`src/rtl/dac_serial_tx.sv`:
```
// rtl/dac_serial_tx.sv - FIFO-buffered left-justified serial DAC transmitter with frame strobe
// Pops one sample per frame and sends it MSB-first in both lrclk slots.
module dac_serial_tx #(
  parameter int DATA_W     = 16,
  parameter int BCLK_DIV   = 4,
  parameter int FIFO_DEPTH = 4
) (
  input  logic              clk,
  input  logic              reset_n,
  input  logic              en,
  input  logic [DATA_W-1:0] din,
  input  logic              din_valid,
  output logic              din_ready,
  input  logic              clr_flags,
  output logic              sample,
  output logic              bclk,
  output logic              lrclk,
  output logic              sdata,
  output logic              underrun,
  output logic              overflow
);

  localparam int DIV_W  = (BCLK_DIV > 2) ? $clog2(BCLK_DIV) : 1;
  localparam int BIT_W  = $clog2(2 * DATA_W);
  localparam int SLOT_W = $clog2(DATA_W);
  localparam int PTR_W  = (FIFO_DEPTH > 2) ? $clog2(FIFO_DEPTH) : 1;
  localparam int CNT_W  = PTR_W + 1;

  localparam logic [DIV_W-1:0]  DIV_LAST = DIV_W'(BCLK_DIV - 1);
  localparam logic [DIV_W-1:0]  DIV_HALF = DIV_W'(BCLK_DIV / 2);
  localparam logic [BIT_W-1:0]  BIT_LAST = BIT_W'(2 * DATA_W - 1);
  localparam logic [BIT_W-1:0]  BIT_SLOT = BIT_W'(DATA_W);
  localparam logic [CNT_W-1:0]  CNT_FULL = CNT_W'(FIFO_DEPTH);
  localparam logic [SLOT_W-1:0] SLOT_MSB = SLOT_W'(DATA_W - 1);

  typedef enum logic [1:0] {S_IDLE, S_RUN, S_DRAIN} state_t;

  state_t              r_state;
  logic [DIV_W-1:0]    r_div;
  logic [BIT_W-1:0]    r_bit;
  logic [DATA_W-1:0]   r_word;
  logic [DATA_W-1:0]   r_mem [FIFO_DEPTH];
  logic [PTR_W-1:0]    r_wr_ptr;
  logic [PTR_W-1:0]    r_rd_ptr;
  logic [CNT_W-1:0]    r_count;
  logic                r_sample;
  logic                r_bclk;
  logic                r_lrclk;
  logic                r_sdata;
  logic                r_underrun;
  logic                r_overflow;

  logic                w_active;
  logic                w_div_last;
  logic                w_frame_end;
  logic                w_wrap;
  logic                w_fs;
  logic                w_stop;
  logic                w_full;
  logic                w_empty;
  logic                w_push;
  logic                w_pop;
  logic [DIV_W-1:0]    w_div_nxt;
  logic [BIT_W-1:0]    w_bit_nxt;
  logic [DATA_W-1:0]   w_word_nxt;
  logic [SLOT_W-1:0]   w_slot;
  logic                w_sdata_nxt;

  assign w_active    = (r_state != S_IDLE);
  assign w_div_last  = (r_div == DIV_LAST);
  assign w_frame_end = w_active && w_div_last && (r_bit == BIT_LAST);
  // Leaving IDLE behaves like a counter wrap so the first frame starts on the entry edge
  assign w_wrap      = !w_active || w_div_last;
  assign w_fs        = en && (!w_active || w_frame_end);
  assign w_stop      = !en && (!w_active || w_frame_end);

  assign w_full      = (r_count == CNT_FULL);
  assign w_empty     = (r_count == '0);
  assign w_push      = din_valid && !w_full;
  assign w_pop       = w_fs && !w_empty;
  assign din_ready   = !w_full;

  assign w_div_nxt   = w_wrap ? '0 : r_div + 1'b1;
  assign w_bit_nxt   = (!w_active || w_frame_end) ? '0 :
                       (w_div_last ? r_bit + 1'b1 : r_bit);
  assign w_word_nxt  = w_fs ? (w_empty ? '0 : r_mem[r_rd_ptr]) : r_word;
  assign w_slot      = (w_bit_nxt >= BIT_SLOT) ? SLOT_W'(w_bit_nxt - BIT_SLOT)
                                               : SLOT_W'(w_bit_nxt);
  assign w_sdata_nxt = w_word_nxt[SLOT_MSB - w_slot];

  always_ff @(posedge clk) begin
    if (w_push) r_mem[r_wr_ptr] <= din;
  end

  always_ff @(posedge clk or negedge reset_n) begin
    if (!reset_n) begin
      r_state    <= S_IDLE;
      r_div      <= '0;
      r_bit      <= '0;
      r_word     <= '0;
      r_wr_ptr   <= '0;
      r_rd_ptr   <= '0;
      r_count    <= '0;
      r_sample   <= 1'b0;
      r_bclk     <= 1'b0;
      r_lrclk    <= 1'b0;
      r_sdata    <= 1'b0;
      r_underrun <= 1'b0;
      r_overflow <= 1'b0;
    end else begin
      if (w_push) r_wr_ptr <= r_wr_ptr + 1'b1;
      if (w_pop)  r_rd_ptr <= r_rd_ptr + 1'b1;
      r_count    <= r_count + CNT_W'(w_push) - CNT_W'(w_pop);
      r_sample   <= w_fs;
      // A set event in the same cycle as clr_flags wins
      r_underrun <= (w_fs && w_empty) || (r_underrun && !clr_flags);
      r_overflow <= (din_valid && w_full) || (r_overflow && !clr_flags);
      if (w_stop) begin
        r_state <= S_IDLE;
        r_div   <= '0;
        r_bit   <= '0;
        r_bclk  <= 1'b0;
        r_lrclk <= 1'b0;
        r_sdata <= 1'b0;
      end else begin
        r_state <= en ? S_RUN : S_DRAIN;
        r_div   <= w_div_nxt;
        r_bit   <= w_bit_nxt;
        r_word  <= w_word_nxt;
        r_bclk  <= (w_div_nxt >= DIV_HALF);
        if (w_wrap) begin
          r_lrclk <= (w_bit_nxt >= BIT_SLOT);
          r_sdata <= w_sdata_nxt;
        end
      end
    end
  end

  assign sample   = r_sample;
  assign bclk     = r_bclk;
  assign lrclk    = r_lrclk;
  assign sdata    = r_sdata;
  assign underrun = r_underrun;
  assign overflow = r_overflow;

endmodule

```
`config.mk`:
```
export PLATFORM = sky130hd
export DESIGN_NAME = dac_serial_tx
export DESIGN_NICKNAME = d
export VERILOG_FILES = /design/src/rtl/dac_serial_tx.sv
export SDC_FILE = /design/constraint.sdc
export NUM_CORES = 1
export LEC_CHECK = 0
export CAP_MARGIN = 10
export CORE_MARGIN = 5
export CORE_UTILIZATION = 47
export CTS_BUF_LIST = sky130_fd_sc_hd__clkbuf_4 sky130_fd_sc_hd__clkbuf_8
export DETAILED_ROUTE_END_ITERATION = 7
export GPL_TIMING_DRIVEN = 1
export HOLD_SLACK_MARGIN = 0.02
export PLACE_DENSITY = 0.66
export SLEW_MARGIN = 15
export SYNTH_ARGS = -nofsm -noshare
export SYNTH_HDL_FRONTEND = slang
export SYNTH_SLANG_ARGS = --single-unit
```
`constraint.sdc`:
```
create_clock -name clk -period 4.1 [get_ports clk]
set_input_delay 0.41 -clock clk [delete_from_list [all_inputs] [get_ports clk]]
set_output_delay 0.41 -clock clk [all_outputs]
set_load 0.05 [all_outputs]
```
Word-level counts from Yosys, hierarchy flattened:

Memories as Yosys holds them, arrays and structs flattened.
Index checks and enable logic that the tools add are counted.

* reductions and logical operators: 22
* $lt $le $gt $ge: 3
* equality and inequality tests: 3
* add/sub/neg operators: 8
* mux-type cells: 19

Operator list (number)
* $mux W16: 2
* $mux W5: 3
* $logic_and A1 B1 Y1: 10
* $mux W1: 8
* $mux W2: 4
* $add A2 B1 Y2 const B: 3
* $add A5 B1 Y5 const B: 1
* $eq A5 B5 Y1 const B: 1
* $ge A5 B5 Y1 const B: 1
* $logic_not A1 Y1: 5
* $lt A4 B5 Y1 const B: 1
* $bmux W1 S4: 1
* $logic_or A1 B1 Y1: 4
* $mux W4: 1
* $reduce_bool A2 Y1: 2
* $sub A4 B1 Y4 const B: 1
* $sub A4 B4 Y4 const A: 1
* $add A3 B1 Y3: 1
* $eq A3 B3 Y1 const B: 1
* $logic_not A3 Y1: 1
* $sub A3 B1 Y3: 1
* $eq A2 B2 Y1 const B: 1
* $ge A2 B2 Y1 const B: 1

* output and inout bits: 7
* memories kept: 1
* bits in writable memories: 64
* bits in registers: 38
* word-level logic and storage cells: 69

Memory list
* r_mem: words 4, width 16, read ports 1, clocked after Yosys merged registers in 0, wr ports 1, RTL line 42 `logic [DATA_W-1:0] r_mem [FIFO_DEPTH];`

Logic depth before layout (Yosys ltp):

* word-level depth: 12
* depth in mapped cells: 13
* depth with buffers taken out: 11

Worst setup path after synthesis:

Ideal clock, no wire load.

* path type: flip-flop to flip-flop
* from: register r_bit[0]
* to: register r_count[2]
* library setup time: 0.123 ns
* slack: 1.115 ns
* cell stages (with the launch flop): 14
* data required time: 3.977 ns
* path buffers: 2
* data arrival time: 2.862 ns
* period minus slack after synthesis: 2.985 ns
* cell sequence: dfrtp_1 -> ha_1 -> and3_1 -> ha_1 -> o2bb2ai_1 -> and3_1 -> buf_6 -> buf_2 -> ha_1 -> inv_1 -> ha_1 -> fa_1 -> xor2_1 -> xnor2_1

* word-level cells in the longest chain between the ends: 6

RTL lines
* from (decl): RTL line 40 `logic [BIT_W-1:0] r_bit;`
* from (signal assigned): RTL line 128 `r_bit <= w_bit_nxt;`
* $eq A5 B5 Y1: RTL line 71 `assign w_frame_end = w_active && w_div_last && (r_bit == BIT_LAST);`
* $logic_and A1 B1 Y1: RTL line 71
* $logic_or A1 B1 Y1: RTL line 74 `assign w_fs = en && (!w_active || w_frame_end);`
* $logic_and A1 B1 Y1: RTL line 74
* $logic_and A1 B1 Y1: RTL line 80 `assign w_pop = w_fs && !w_empty;`
* net w_pop: RTL line 62 `logic w_pop;`
* $sub A3 B1 Y3: RTL line 113 `r_count <= r_count + CNT_W'(w_push) - CNT_W'(w_pop);`
* to (signal assigned): RTL line 113
* to (decl): RTL line 45 `logic [CNT_W-1:0] r_count;`

The timed path passes the listed nets, and every way through them passes these cells.
A chain may end at the register's enable or synchronous reset.

Worst setup path in the final report:

* from: register r_bit[0]
* to: register r_sdata, in the netlist sdata

* word-level cells in the longest chain between the ends: 11

RTL lines
* branches (longest 11 deep; another with $add A5 B1 Y5)
* to (signal assigned): RTL line 133 `r_sdata <= w_sdata_nxt;`
* to (decl): RTL line 49 `logic r_sdata;`

Parallel ways; which one is timed is not known. The select of a mux whose other input is x is not followed.

==> results.ini <==
[finish]
multi_input_area_um2 = 1210
nFillCells = 696
area_growth_syn_to_layout_pct = 13.1
final_area_um2 = 4750
nets = 309
layout-drive-gt1-share = 0.155
diodes = 0
final_cells = 391
regArea_um2 = 2870

[yosys]
avgSynthCellArea_um2 = 16.8
ys_types = 50
ys_seq_elements = 102
yosys_warnings = 0
syn_area_um2 = 4200
async_flop_share = 0.373
syn_inst = 250
syn_nets = 281
synth_edf_count = 64
ys_seq_area_frac = 0.684
ys.flop_type = edfxtp_1

[timing]
setup_viol = 0
layout_min_cycle_time_ns = 3.25
timing.hold.ws_ns = 0.156
finalHoldViolations = 0
period_share = 0.792
max_freq_mhz = 308
rsz0062_at_grt = false
relSlewSlack = 0.403
slew_viol_final = 0
worstMarginPinSlew_ns = 0.896
finClkSkew_ns = 0.00894
tns_ns = 0

[grt]
antenna_found_initial = 0
grt_usage = 0.144
grt_pass1_wl_um = 12300
overflow = 0
grt_max_degree = 39
grt_pass1_vias = 2363

[placement]
dp_hpwl_um = 4940
placed_area_um2 = 4550
gp_congestion = 0.774
dp.cells = 375
port_buffers = 27

[pwr]
switchingPower_mw = 0.951
p_int_mw = 2.10
p_clk_frac = 0.208
swShare = 0.311
peakVddDrop_uv = 449
comb_power_share = 0.282
pwr_density_cell_nw_per_um2 = 643
seqPwrFrac = 0.510
total_leakage_power_nw = 1.82

[drt]
routed_via_density = 5.59
drt_iter0_markers = 108
wire_per_inst_um = 18.5
drc = 0
vias = 2186
detail-route-antenna-nets = 0
wl_um = 7230
first_pass_iters = 4

[floorplanning]
die_width_um = 105
initial_utilization = 0.481
core_um2 = 8720
design.portCount = 28
rows = 34
die-area_um2 = 10900
die_height_um = 105

[clock_tree]
cts_tree = done
post_cts_buffers = 0
htreeDepth = 3
insertion_delay_ns = 0.35
post_cts_resized = 0
cts.reportedPaths.clkPinSlew_ns = 0.10
clk_path_buf_depth = 2
cts_made_buffers = 9
cts_hold_buf = 0
cts_root_buf = clkbuf_8
clkSinkCount = 102

[critical_path]
cp_top_family = compound AO/OA/AOI/OAI gates
crit_chain = ha_1, and3_1, ha_1, o2bb2ai_1, nand2_1, a22o_1, or3_1, a311oi_1, o41ai_2
cp.buffers_inverters = 0
path_class = flop to flop
path_max_fanout = 22
worst_ep_required_time_ns = 4.33
slowest_stage = nand2_1
startpoint_type = flop
crit_top_cell = ha_1
cp-end-kind = flop
max_stage_delay_ns = 0.56
critPathArrivalTime_ns = 3.48

[run_status]
status = finished, final reports clean

[min_path]
hold_class = input pin to asynchronous set/reset pin

[job]
max_cap_viol_count = 0

-- worst paths after layout --
kind                       depth (start not counted)                     to               start  slack, ns
setup / recovery                                   9      sdata$_DFFE_PN0P_  r_bit[0]$_DFF_PN0_       0.85
hold / removal                                     1   r_state[0]$_DFF_PN0_             reset_n       0.16
setup reg to reg                                   9      sdata$_DFFE_PN0P_  r_bit[0]$_DFF_PN0_       0.85
hold reg to reg                                    1     r_div[0]$_DFF_PN0_  r_div[0]$_DFF_PN0_       0.45
max in group asynchronous                          1  r_word[6]$_DFFE_PN0N_             reset_n       3.41
min in group clk                                   1     r_div[0]$_DFF_PN0_  r_div[0]$_DFF_PN0_       0.45
-- worst register-to-register path, delay by kind of cell, from the launching register on --
kind	cells	cell delay [ns]
AO/OA/AOI/OAI	4	1.11
adder cells (fa/ha/maj)	2	0.52
flip-flops	1	0.45
AND/OR/NAND/NOR	3	1.05
-- per-layer routing --
layer,global-route usage,vias to the layer above,part of all wire
met5,0,-,0
met4,0.0444,0,0.012
met2,0.219,32,0.49
li1,-,1026,-
met1,0.207,1122,0.47
met3,0.0329,6,0.032
-- cells in the final DEF (no fill, tap or decap), types with 4 or more instances in the layout --
cell type / n
edfxtp_1: 64
dfrtp_1: 38
clkdlybuf4s50_1: 26
mux4_2: 16
nand2_1: 13
inv_1: 10
a22o_1: 10
ha_1: 9
clkbuf_8: 9
and3_1: 7
nor2_1: 7
a21o_1: 4
-- synthesized netlist by cell type (3+ instances only) --
master    count  share of area
edfxtp_1     64           0.46
dfrtp_1      38           0.23
mux4_2       16          0.086
nand2_1      13          0.012
a22o_1       10          0.021
inv_1        10         0.0089
ha_1          9          0.027
and3_1        7          0.010
nor2_1        7         0.0063
a21o_1        4         0.0072
buf_2         4         0.0048
clkbuf_1      4         0.0036
a21oi_1       3         0.0036
and4_1        3         0.0063
nand2b_1      3         0.0045
nand3b_1      3         0.0054
xnor2_1       3         0.0063
xor2_1        3         0.0063
-- power by group through the flow --
stage	registers [mW]	logic, mW	clock network, mW
floorplan	1.52	0.681	0
global placement	1.58	0.862	0
detailed placement	1.59	0.876	0
CTS	1.56	0.880	0.646
global route	1.60	0.949	0.697
finish	1.56	0.863	0.635
-- cells by family (layout without fill, tap and decap cells) --
family | after synthesis | after routing | share of synthesized area
DFF | 102 | 102 | 0.684
and+or+nand+nor | 46 | 46 | 0.0599
AOI/OAI and AO/OA | 43 | 43 | 0.0876
buffers and inverters | 23 | 56 | 0.0283
muxes | 20 | 20 | 0.0959
adders and majority gates | 10 | 10 | 0.0316
xor gates and xnor gates | 6 | 6 | 0.0125
-- state kept, by name, indices dropped and copies added, names as in the netlist --
signal    cells
r_bit         5
r_count       3
overflow      1
r_rd_ptr      2
r_wr_ptr      2
underrun      1
r_state       2
bclk          1
sdata         1
r_mem        64
sample        1
r_word       16
lrclk         1
r_div         2
-- through the flow --
stage	worst slack [ns]	util	power, mW
after floorplan	1.11	-	2.20
after CTS	0.855	0.545	3.09
after global routing	0.589	0.545	3.24
after detailed placement	0.885	0.522	2.46
final	0.852	0.545	3.05
after global placement	1.01	0.522	2.44
-- final cells by class --
class,count,share of cell area
sequential,102,0.605
multi-input combinational,125,0.254
timing repair buffer,29,0.0590
tap,108,0.0285
clock buffer,10,0.0277
clock inverter,6,0.0145
inverter,11,0.0113
(Power assumes the default switching activity.)
